## src/rtl/pila_retorno.sv

```systemverilog
// rtl/pila_retorno.sv - return-address stack (LIFO) for call/return PC handling
//
// Purpose:
//   Stores return PCs pushed by the control unit on a call and presents the
//   most recent one combinationally on 'top' so the PC mux can load it in the
//   same cycle as the pop. Tracks depth and keeps sticky overflow/underflow
//   flags for debug.
//
// Ports:
//   clk        in   system clock, rising edge
//   reset      in   synchronous active-high reset (highest priority)
//   push       in   store pc_in on this edge
//   pop        in   discard top entry on this edge
//   pc_in      in   [AW]  return address to save (stored unmodified)
//   clr_err    in   synchronous clear of the sticky flags
//   top        out  [AW]  top entry, 0 when empty
//   depth      out  [CW]  number of valid entries 0..DEPTH
//   empty      out  depth == 0
//   full       out  depth == DEPTH
//   overflow   out  sticky, push while full
//   underflow  out  sticky, pop while empty

module pila_retorno #(
    parameter int DEPTH = 8,
    parameter int AW    = 10,
    parameter int CW    = $clog2(DEPTH + 1)
) (
    input  logic          clk,
    input  logic          reset,
    input  logic          push,
    input  logic          pop,
    input  logic [AW-1:0] pc_in,
    input  logic          clr_err,
    output logic [AW-1:0] top,
    output logic [CW-1:0] depth,
    output logic          empty,
    output logic          full,
    output logic          overflow,
    output logic          underflow
);

    localparam int IW = (DEPTH > 1) ? $clog2(DEPTH) : 1;

    logic [AW-1:0] mem_q [DEPTH];
    logic [CW-1:0] sp_q, sp_d;
    logic          ovf_q, ovf_d;
    logic          unf_q, unf_d;

    logic          wr_en;
    logic [IW-1:0] wr_idx;
    logic [IW-1:0] rd_idx;

    // sp is the next free slot; the top entry sits at sp-1. When sp==0 the
    // index wraps but 'top' is forced to zero so the value is never seen.
    assign rd_idx = IW'(sp_q - CW'(1));

    assign empty     = (sp_q == '0);
    assign full      = (sp_q == CW'(DEPTH));
    assign depth     = sp_q;
    assign top       = empty ? '0 : mem_q[rd_idx];
    assign overflow  = ovf_q;
    assign underflow = unf_q;

    always_comb begin
        sp_d   = sp_q;
        wr_en  = 1'b0;
        wr_idx = IW'(sp_q);
        // clr_err is applied first so an error raised on the same edge wins.
        ovf_d  = clr_err ? 1'b0 : ovf_q;
        unf_d  = clr_err ? 1'b0 : unf_q;

        case ({push, pop})
            2'b10: begin
                if (full) begin
                    ovf_d = 1'b1;
                end else begin
                    wr_en = 1'b1;
                    sp_d  = sp_q + CW'(1);
                end
            end
            2'b01: begin
                if (empty) begin
                    unf_d = 1'b1;
                end else begin
                    sp_d = sp_q - CW'(1);
                end
            end
            2'b11: begin
                if (empty) begin
                    // Nothing to pop: record the underflow, still accept the push.
                    wr_en  = 1'b1;
                    wr_idx = '0;
                    sp_d   = CW'(1);
                    unf_d  = 1'b1;
                end else begin
                    // Replace the top entry in place.
                    wr_en  = 1'b1;
                    wr_idx = rd_idx;
                end
            end
            default: begin
            end
        endcase
    end

    always_ff @(posedge clk) begin
        if (reset) begin
            sp_q  <= '0;
            ovf_q <= 1'b0;
            unf_q <= 1'b0;
        end else begin
            sp_q  <= sp_d;
            ovf_q <= ovf_d;
            unf_q <= unf_d;
        end
    end

    // Storage is not reset; only writes are suppressed while reset is high.
    always_ff @(posedge clk) begin
        if (!reset && wr_en) begin
            mem_q[wr_idx] <= pc_in;
        end
    end

endmodule

```

## config.mk

```make
export PLATFORM = sky130hd
export DESIGN_NAME = pila_retorno
export DESIGN_NICKNAME = d
export VERILOG_FILES = /design/src/rtl/pila_retorno.sv
export SDC_FILE = /design/constraint.sdc
export NUM_CORES = 1
export LEC_CHECK = 0
export BUFFER_PORTS_ARGS = -buffer_cell sky130_fd_sc_hd__buf_2
export CORE_MARGIN = 4
export CORE_UTILIZATION = 40
export DETAILED_ROUTE_END_ITERATION = 12
export SYNTH_ARGS = -nofsm -noshare
export SYNTH_HDL_FRONTEND = slang
export SYNTH_SLANG_ARGS = --single-unit
```

## constraint.sdc

```tcl
create_clock -name clk -period 2.9 [get_ports clk]
set_input_delay 0.58 -clock clk [delete_from_list [all_inputs] [get_ports clk]]
set_output_delay 0.58 -clock clk [all_outputs]
set_load 0.1 [all_outputs]
```

==> results.py, run 1 <==
metrics = {
    "run_status": {
        "outcome": "finished, final reports clean",
    },
    "setup_path": {
        "start_kind": "flip-flop",
        "r2r-start": "depth[1]$_SDFFE_PP0P_",
        "end_kind": "output port",
        "cp_slowest_cell": "ha_4",
        "arrival_ps": 2160,
        "rr_worst_depth": 7,
        "path_max_fanout": 23,
        "crit_chain": "inv_1, ha_4, mux4_2, nand2_1, a21oi_4, buf_12",
        "critPathLaunch": "depth[1]$_SDFFE_PP0P_",
        "worstSetupPathType": "reg -> out",
        "worst_ep_required_time_ps": 2320,
        "critPathMaxStageDelay_ps": 520,
    },
    "synth": {
        "syn_area_um2": 3580,
        "ys_seq_area_share_pct": 70.5,
        "synth_ff_type": "edfxtp_1",
        "synthTopCellsByCount": "edfxtp_1 (80), nand2_1 (24), mux4_2 (20)",
        "synth_area_leaders": "edfxtp_1 (67%), mux4_2 (13%), dfxtp_1 (3.4%)",
        "synth_nets": 231,
        "async_reset_ff_share_pct": 0,
        "synth_cell_types": 35,
        "synthCells": 213,
        "yosysMostFrequentCell": "edfxtp_1",
        "synth_warnings": 0,
        "synth_enable_flop_cells": 80,
        "syn_avg_cell_area_um2": 16.8,
        "synth_top_cell_by_area": "edfxtp_1",
        "synth.top_cell.area_share_pct": 67.1,
        "synth-seq-cells": 86,
    },
    "cts": {
        "cts_tree": "built",
        "cts_made_buffers": 9,
        "cts_sinks": 86,
        "cts_hold_buf": 0,
        "clk_pin_slew_ps": 90,
        "clock_path_buffers": 2,
        "clk_latency_ps": 350,
        "cts_max_level": 3,
        "root_buffer": "clkbuf_8",
    },
    "floorplan": {
        "rows": 34,
        "die_width_um": 103,
        "ios": 33,
        "die_h_um": 103,
        "core_area_um2": 8720,
        "die-area_um2": 10500,
        "start_util_pct": 41.0,
    },
    "global_route": {
        "grt_max_degree": 24,
        "grt_use_total_pct": 15.5,
        "grt_pass1_vias": 2115,
        "antenna_found_initial": 0,
        "grt_pass1_wl_mm": 11.9,
        "overflow": 0,
    },
    "drt": {
        "ant_nets": 0,
        "first_iter_violations": 93,
        "wl_met2_mm": 3.72,
        "highest_layer": "met4",
        "wire_per_inst_um": 19.6,
        "via_count": 2050,
        "drt-met1-wl_mm": 3.54,
        "drc": 0,
        "drt_pass1_iterations": 4,
        "met3_length_um": 228,
        "viasPerCell": 5.35,
        "routed_wl_mm": 7.52,
    },
    "sta": {
        "final.setup.tns_ps": 0,
        "timing.hold.ws_ps": 481,
        "max_freq_mhz": 366,
        "relSlewSlack_pct": 57.8,
        "fin_crit_sh_pct": 94.3,
        "skew_ps": 13.1,
        "min_period_ps": 2740,
        "tightest_slew_ps": 628,
        "rsz0062_at_grt": "no",
        "finalSetupViolCount": 0,
        "slew_violations": 0,
        "finalHoldViolCount": 0,
    },
    "cells_and_area": {
        "num-nets-final": 288,
        "area_growth_pct": 25.6,
        "layout.cells.non_filler": 383,
        "drive_above_1_share_pct": 40.4,
        "antennaDiodeCount": 0,
    },
    "pwr": {
        "p_per_area_nw_per_um2": 906,
        "power.total_w": 0.00407,
        "ir_drop_mv": 0.421,
        "p_leak_nw": 1.51,
    },
    "placement": {
        "port_buffers": 32,
        "dp_hpwl_mm": 4.97,
        "post-place-cells": 365,
        "place_congestion": 0.839,
    },
    "worst_hold_path": {
        "hold-path-cell-count": 2,
        "hold_class": "in -> reg",
        "worstHoldStart": "reset",
    },
    "job": {
        "max_cap_violations": 0,
    },
}
==> logic make-up (layout without fill, tap and decap cells) <==
group	count (synthesis)	after routing	synth area share (%)
flip-flops	86	86	70.5
AND/OR/NAND/NOR	55	55	7.52
AO/OA/AOI/OAI	29	29	4.76
multiplexers	22	22	13.2
buffers and inverters	15	77	2.27
adder cells (fa/ha/maj)	3	3	1.05
XOR/XNOR	3	3	0.734
==> sequential cells by signal (all words and copies together), names as in the netlist <==
name       cells
mem_q         80
underflow      1
overflow       1
depth          4
==> through the flow <==
| step | cell area [µm²] | util (%) | worst slack [ps] |
|---|---|---|---|
| floorplan | 3770 | - | -49.6 |
| finish | 4490 | 51.5 | 165 |
| global placement | 4300 | 49.3 | 333 |
| global route | 4490 | 51.5 | 60.1 |
| CTS | 4480 | 51.4 | 87.3 |
| detailed placement | 4300 | 49.3 | 280 |
==> worst paths after layout <==
check	end	slack, ps
max	top[0]	160
min	depth[3]$_SDFFE_PP0P_	480
max reg2reg	mem_q[5][1]$_DFFE_PP_	450
min reg2reg	depth[1]$_SDFFE_PP0P_	600
==> final cells by class <==
class,count,area (µm²)
fill,702,4230
sequential,86,2530
multi-input combinational,112,1140
timing repair buffer,55,498
tap,108,135
clock buffer,10,128
clock inverter,6,38.8
inverter,6,22.5
==> metal layers <==
metal / up-vias / global-route usage [%]
met5: - / 0
met4: 0 / 4.24
met3: 2 / 3.72
met2: 27 / 24.6
met1: 1065 / 21.6
li1: 956 / -
==> where the power goes <==
group | switching, W | total, W | internal [W]
sequential | 0.0000282 | 0.00144 | 0.00141
clock | 0.000426 | 0.000735 | 0.000309
combinational | 0.00122 | 0.00190 | 0.000679
==> worst max-delay path: cells and delay by family (launching register included) <==
kind                       cells  cell delay [ps]
DFF                            1              410
AOI/OAI and AO/OA              1               80
muxes                          1              360
adders and majority gates      1              520
buffers and inverters          2              280
and+or+nand+nor                1              140
==> placed cells by master (no fill, tap or decap), types with 3 or more instances in the layout <==
master	n
a21oi_4	10
dfxtp_1	4
a311oi_1	3
mux4_2	20
nand2_1	24
nor2_1	7
buf_2	21
edfxtp_1	80
clkbuf_8	9
a21oi_1	7
buf_12	11
buf_4	23
inv_1	6
nor3_1	10
==> timing repair <==
item,4_1_cts,5_1_grt
buffers inserted,0,2
endpoints found under the setup margin,10,10
gates cloned,0,0
resized for setup,1,0
pin swaps,0,1
(Power assumes the default switching activity.)
==> run 2: changes to the inputs <==
--- a/config.mk
+++ b/config.mk
@@ -8,6 +8,7 @@
 export BUFFER_PORTS_ARGS = -buffer_cell sky130_fd_sc_hd__buf_2
 export CORE_MARGIN = 4
 export CORE_UTILIZATION = 40
+export CTS_BUF_LIST = sky130_fd_sc_hd__clkbuf_4 sky130_fd_sc_hd__clkbuf_8
 export DETAILED_ROUTE_END_ITERATION = 12
 export SYNTH_ARGS = -nofsm -noshare
 export SYNTH_HDL_FRONTEND = slang
==> results.py, run 2 (same netlist as run 1, synthesis figures left out) <==
metrics = {
    "cts": {
        "cts_max_level": 3,
        "clk_pin_slew_ps": 90,
        "clock_path_buffers": 2,
        "cts_made_buffers": 9,
        "cts_sinks": 86,
        "root_buffer": "clkbuf_8",
        "cts_tree": "built",
        "clk_latency_ps": 350,
    },
    "sta": {
        "skew_ps": 13.1,
        "min_period_ps": 2740,
        "max_freq_mhz": 366,
        "finalHoldViolCount": 0,
        "fin_crit_sh_pct": 94.3,
        "finalSetupViolCount": 0,
        "slew_violations": 0,
        "relSlewSlack_pct": 57.8,
        "tightest_slew_ps": 628,
        "rsz0062_at_grt": "no",
    },
    "setup_path": {
        "arrival_ps": 2160,
        "path_max_fanout": 23,
        "end_kind": "output port",
        "worstSetupPathType": "reg -> out",
        "start_kind": "flip-flop",
        "worst_ep_required_time_ps": 2320,
    },
    "global_route": {
        "antenna_found_initial": 0,
        "grt_pass1_vias": 2115,
        "grt_max_degree": 24,
        "grt_pass1_wl_mm": 11.9,
        "overflow": 0,
        "grt_use_total_pct": 15.5,
    },
    "drt": {
        "via_count": 2050,
        "viasPerCell": 5.35,
        "drt_pass1_iterations": 4,
        "ant_nets": 0,
        "wire_per_inst_um": 19.6,
        "routed_wl_mm": 7.52,
        "first_iter_violations": 93,
        "drc": 0,
    },
    "cells_and_area": {
        "final_common_cell": "edfxtp_1",
        "seqCellArea_um2": 2530,
        "largest_reg_flops": 80,
        "num-nets-final": 288,
        "finish.utilization_pct": 51.6,
        "area_growth_pct": 25.7,
        "antennaDiodeCount": 0,
        "multi_input_area_um2": 1140,
        "top_register": "mem_q",
        "finalInstanceArea_um2": 4500,
        "drive_above_1_share_pct": 40.7,
        "final_cell_mix": "edfxtp_1 (80), nand2_1 (24), buf_4 (23), buf_2 (21), mux4_2 (20)",
        "num-fill-cells": 703,
    },
    "pwr": {
        "p_leak_nw": 1.52,
        "p_per_area_nw_per_um2": 907,
        "ir_drop_mv": 0.421,
    },
    "floorplan": {
        "core_area_um2": 8720,
        "die_h_um": 103,
        "die-area_um2": 10500,
        "rows": 34,
        "start_util_pct": 41.0,
        "ios": 33,
        "die_width_um": 103,
    },
    "placement": {
        "dp_hpwl_mm": 4.97,
        "port_buffers": 32,
        "placed_area_um2": 4300,
        "place_congestion": 0.839,
    },
    "job": {
        "max_cap_violations": 0,
    },
    "run_status": {
        "outcome": "finished, final reports clean",
    },
    "worst_hold_path": {
        "hold_class": "in -> reg",
    },
}
-- run 2: layout make-up --
cell class | instances | area share (%)
repair buffers | 55 | 11.1
well taps | 108 | 3.00
multi-input cells | 112 | 25.5
clock buffers | 10 | 2.92
flip-flops and latches | 86 | 56.2
clock inverters | 6 | 0.862
inverters | 6 | 0.501
-- run 2: path summary, 6_finish.rpt --
kind / from / end / slack, ps / cells after the start
min: reset / depth[3]$_SDFFE_PP0P_ / 480 / 2
max reg2reg: depth[1]$_SDFFE_PP0P_ / mem_q[5][1]$_DFFE_PP_ / 450 / 7
max: depth[1]$_SDFFE_PP0P_ / top[0] / 160 / 6
min reg2reg: depth[1]$_SDFFE_PP0P_ / depth[1]$_SDFFE_PP0P_ / 600 / 2
-- run 2: through the flow --
stage / setup slack [ps] / hold slack, ps / setup TNS (ps) / total power, W / instances
after CTS: 87.3 / 473 / 0 / 0.00410 / 381
after detailed placement: 280 / 575 / 0 / 0.00335 / 365
after global placement: 333 / 557 / 0 / 0.00334 / 365
final: 165 / 481 / 0 / 0.00408 / 383
after floorplan: -49.6 / 642 / -1980 / 0.00279 / 213
after global routing: 60.1 / 498 / 0 / 0.00424 / 383
-- run 2: worst max-delay path, stage by stage, from the launching register on --
cell and delay [ps]:
dfxtp_2 410, inv_1 110, ha_4 520, mux4_2 360, nand2_1 140, a21oi_4 80
buf_12 170
-- run 2: metal layers --
layer,up-vias,routed length [µm],track usage [%]
met1,1065,3540,21.6
met2,27,3720,24.6
met3,2,228,3.72
met5,-,0,0
li1,956,-,-
met4,0,37,4.24
-- run 2: what timing repair did --
item	4_1_cts	5_1_grt
hold buffers	0	0
pin swaps	0	1
endpoints found under the setup margin	10	10
gates resized for setup	1	0
buffers inserted	0	2
-- run 2: power by group --
part / switching (W) / leakage [nW] / internal [W] / total, W
Clock: 0.000426 / 0.0871 / 0.000318 / 0.000744
Sequential: 0.0000282 / 0.773 / 0.00141 / 0.00144
Combinational: 0.00122 / 0.657 / 0.000679 / 0.00190
Total: 0.00167 / 1.52 / 0.00241 / 0.00408
==> run 3: changes to the inputs <==
--- a/config.mk
+++ b/config.mk
@@ -5,8 +5,8 @@
 export SDC_FILE = /design/constraint.sdc
 export NUM_CORES = 1
 export LEC_CHECK = 0
-export BUFFER_PORTS_ARGS = -buffer_cell sky130_fd_sc_hd__buf_2
-export CORE_MARGIN = 4
+export BUFFER_PORTS_ARGS = -buffer_cell sky130_fd_sc_hd__buf_4
+export CORE_MARGIN = 2
 export CORE_UTILIZATION = 40
 export CTS_BUF_LIST = sky130_fd_sc_hd__clkbuf_4 sky130_fd_sc_hd__clkbuf_8
 export DETAILED_ROUTE_END_ITERATION = 12
==> results.py, run 3 (same netlist as run 1, synthesis figures left out) <==
metrics = {
    "run_status": {
        "outcome": "finished, final reports clean",
    },
    "drt": {
        "drc": 0,
        "via_count": 1986,
        "routed_wl_mm": 7.11,
        "ant_nets": 0,
        "first_iter_violations": 109,
        "viasPerCell": 5.27,
        "wire_per_inst_um": 18.9,
        "drt_pass1_iterations": 4,
    },
    "cts": {
        "cts_sinks": 86,
        "clk_pin_slew_ps": 90,
        "root_buffer": "clkbuf_8",
        "cts_max_level": 3,
        "post-cts-setup-buffers": 0,
        "clk_latency_ps": 350,
        "cts_tree": "built",
        "cts_made_buffers": 9,
        "clock_path_buffers": 2,
    },
    "sta": {
        "rsz0062_at_grt": "no",
        "finalHoldViolCount": 0,
        "skew_ps": 9.30,
        "min_period_ps": 2780,
        "slew_violations": 0,
        "max_freq_mhz": 360,
        "timing.hold.ws_ps": 447,
        "tightest_slew_ps": 764,
        "fin_crit_sh_pct": 95.9,
        "finalSetupViolCount": 0,
        "relSlewSlack_pct": 49.0,
        "fin_ws_ps": 120,
    },
    "setup_path": {
        "path_max_fanout": 13,
        "start_kind": "flip-flop",
        "path_common_cell": "buf_4",
        "r2r-start": "depth[2]$_SDFFE_PP0P_",
        "crit_chain": "xor2_4, buf_4, nand2_1, a21oi_4, buf_4",
        "cp_slowest_cell": "dfxtp_1",
        "critPathLaunch": "depth[2]$_SDFFE_PP0P_",
        "worst_ep_required_time_ps": 2320,
        "worstSetupPathType": "reg -> out",
        "critPathMaxStageDelay_ps": 820,
        "arrival_ps": 2200,
        "end_kind": "output port",
        "cpLargestDelayFamily": "flip-flops",
        "crit_buf_inv": 2,
    },
    "pwr": {
        "pwr-share-clk_pct": 24.6,
        "p_leak_nw": 1.50,
        "ir_drop_mv": 0.497,
        "p_per_area_nw_per_um2": 922,
        "p_int_w": 0.00250,
        "seqPwrFrac_pct": 34.9,
        "p_comb_share_pct": 40.4,
        "switching_share_pct": 39.3,
        "p_sw_w": 0.00162,
    },
    "worst_hold_path": {
        "worstHoldStart": "reset",
        "hold_class": "in -> reg",
    },
    "cells_and_area": {
        "final_cell_mix": "edfxtp_1 (80), buf_4 (46), nand2_1 (24), mux4_2 (20)",
        "antennaDiodeCount": 0,
        "area_growth_pct": 24.9,
        "num-nets-final": 282,
        "final_common_cell": "edfxtp_1",
        "num-fill-cells": 732,
        "top_register": "mem_q",
        "largest_reg_flops": 80,
        "drive_above_1_share_pct": 40.1,
    },
    "placement": {
        "dp_slack_ps": 293,
        "dp_hpwl_mm": 4.56,
        "place_congestion": 0.792,
        "port_buffers": 32,
    },
    "global_route": {
        "grt_max_degree": 28,
        "grt_pass1_vias": 1988,
        "antenna_found_initial": 0,
        "grt_use_total_pct": 15.6,
        "grt_pass1_wl_mm": 11.2,
        "overflow": 0,
    },
    "floorplan": {
        "core_area_um2": 8680,
        "die_width_um": 98.6,
        "die_h_um": 98.6,
        "start_util_pct": 41.2,
        "ios": 33,
        "rows": 34,
        "die-area_um2": 9720,
    },
    "job": {
        "max_cap_violations": 0,
    },
}
[run 3: cell count changes in the layout (fill, tap and decap cells not counted), moves of 2 or more]
cell,change
buf_12,-11
buf_2,-21
buf_4,+23
buf_6,+3
bufinv_16,+3
clkinv_2,-2
clkinv_4,-2
inv_6,+2
[run 3: timing repair]
action | 4_1_cts | 5_1_grt
resized for setup | 2 | 4
setup endpoints to repair | 10 | 7
pin swaps | 0 | 0
hold buffers | 0 | 0
[run 3: worst paths after layout]
| kind | end | slack [ps] | depth (start not counted) |
|---|---|---|---|
| worst min-delay path | depth[3]$_SDFFE_PP0P_ | 450 | 2 |
| worst max-delay path | top[1] | 120 | 5 |
| worst max register to register | mem_q[2][4]$_DFFE_PP_ | 450 | 5 |
| worst min register to register | depth[1]$_SDFFE_PP0P_ | 570 | 2 |
[run 3: worst reg2reg max path, stage by stage, from the launching register on]
cell	delay (ps)
dfxtp_1	820
nor4bb_1	190
nor3_1	260
o21ai_1	190
nor3_1	420
buf_4	270
[run 3: layout make-up]
type	instances	area (µm²)	share of cell area [%]
Sequential cell	86	2530	56.6
Multi-Input combinational cell	112	1160	25.9
Timing Repair Buffer	49	379	8.48
Tap cell	108	135	3.02
Clock buffer	10	131	2.94
Clock inverter	6	115	2.58
Inverter	6	22.5	0.504
[run 3: layer usage]
layer	part of all wire (%)	track usage, %	vias up
li1	-	-	943
met1	46	22.0	993
met2	49	24.5	38
met3	3.8	2.55	12
met4	1.7	6.32	0
met5	0	0	-
[run 3: power by group through the flow]
stage / combinational (W) / sequential (W) / clock (W)
final: 0.00167 / 0.00144 / 0.00102
after global routing: 0.00176 / 0.00145 / 0.00109
after CTS: 0.00167 / 0.00144 / 0.00104
after detailed placement: 0.00165 / 0.00147 / 0
after global placement: 0.00166 / 0.00146 / 0
after floorplan: 0.00125 / 0.00154 / 0
[run 3: metrics by stage]
step	power [W]	utilization, %	area (µm²)	setup TNS [ps]	cells
6_report	0.00412	51.5	4470	0	377
5_1_grt	0.00429	51.5	4470	0	377
4_1_cts	0.00414	51.2	4450	0	377
3_5_place_dp	0.00312	48.2	4190	0	361
3_3_place_gp	0.00312	48.2	4190	0	361
2_1_floorplan	0.00279	-	3770	-1980	213
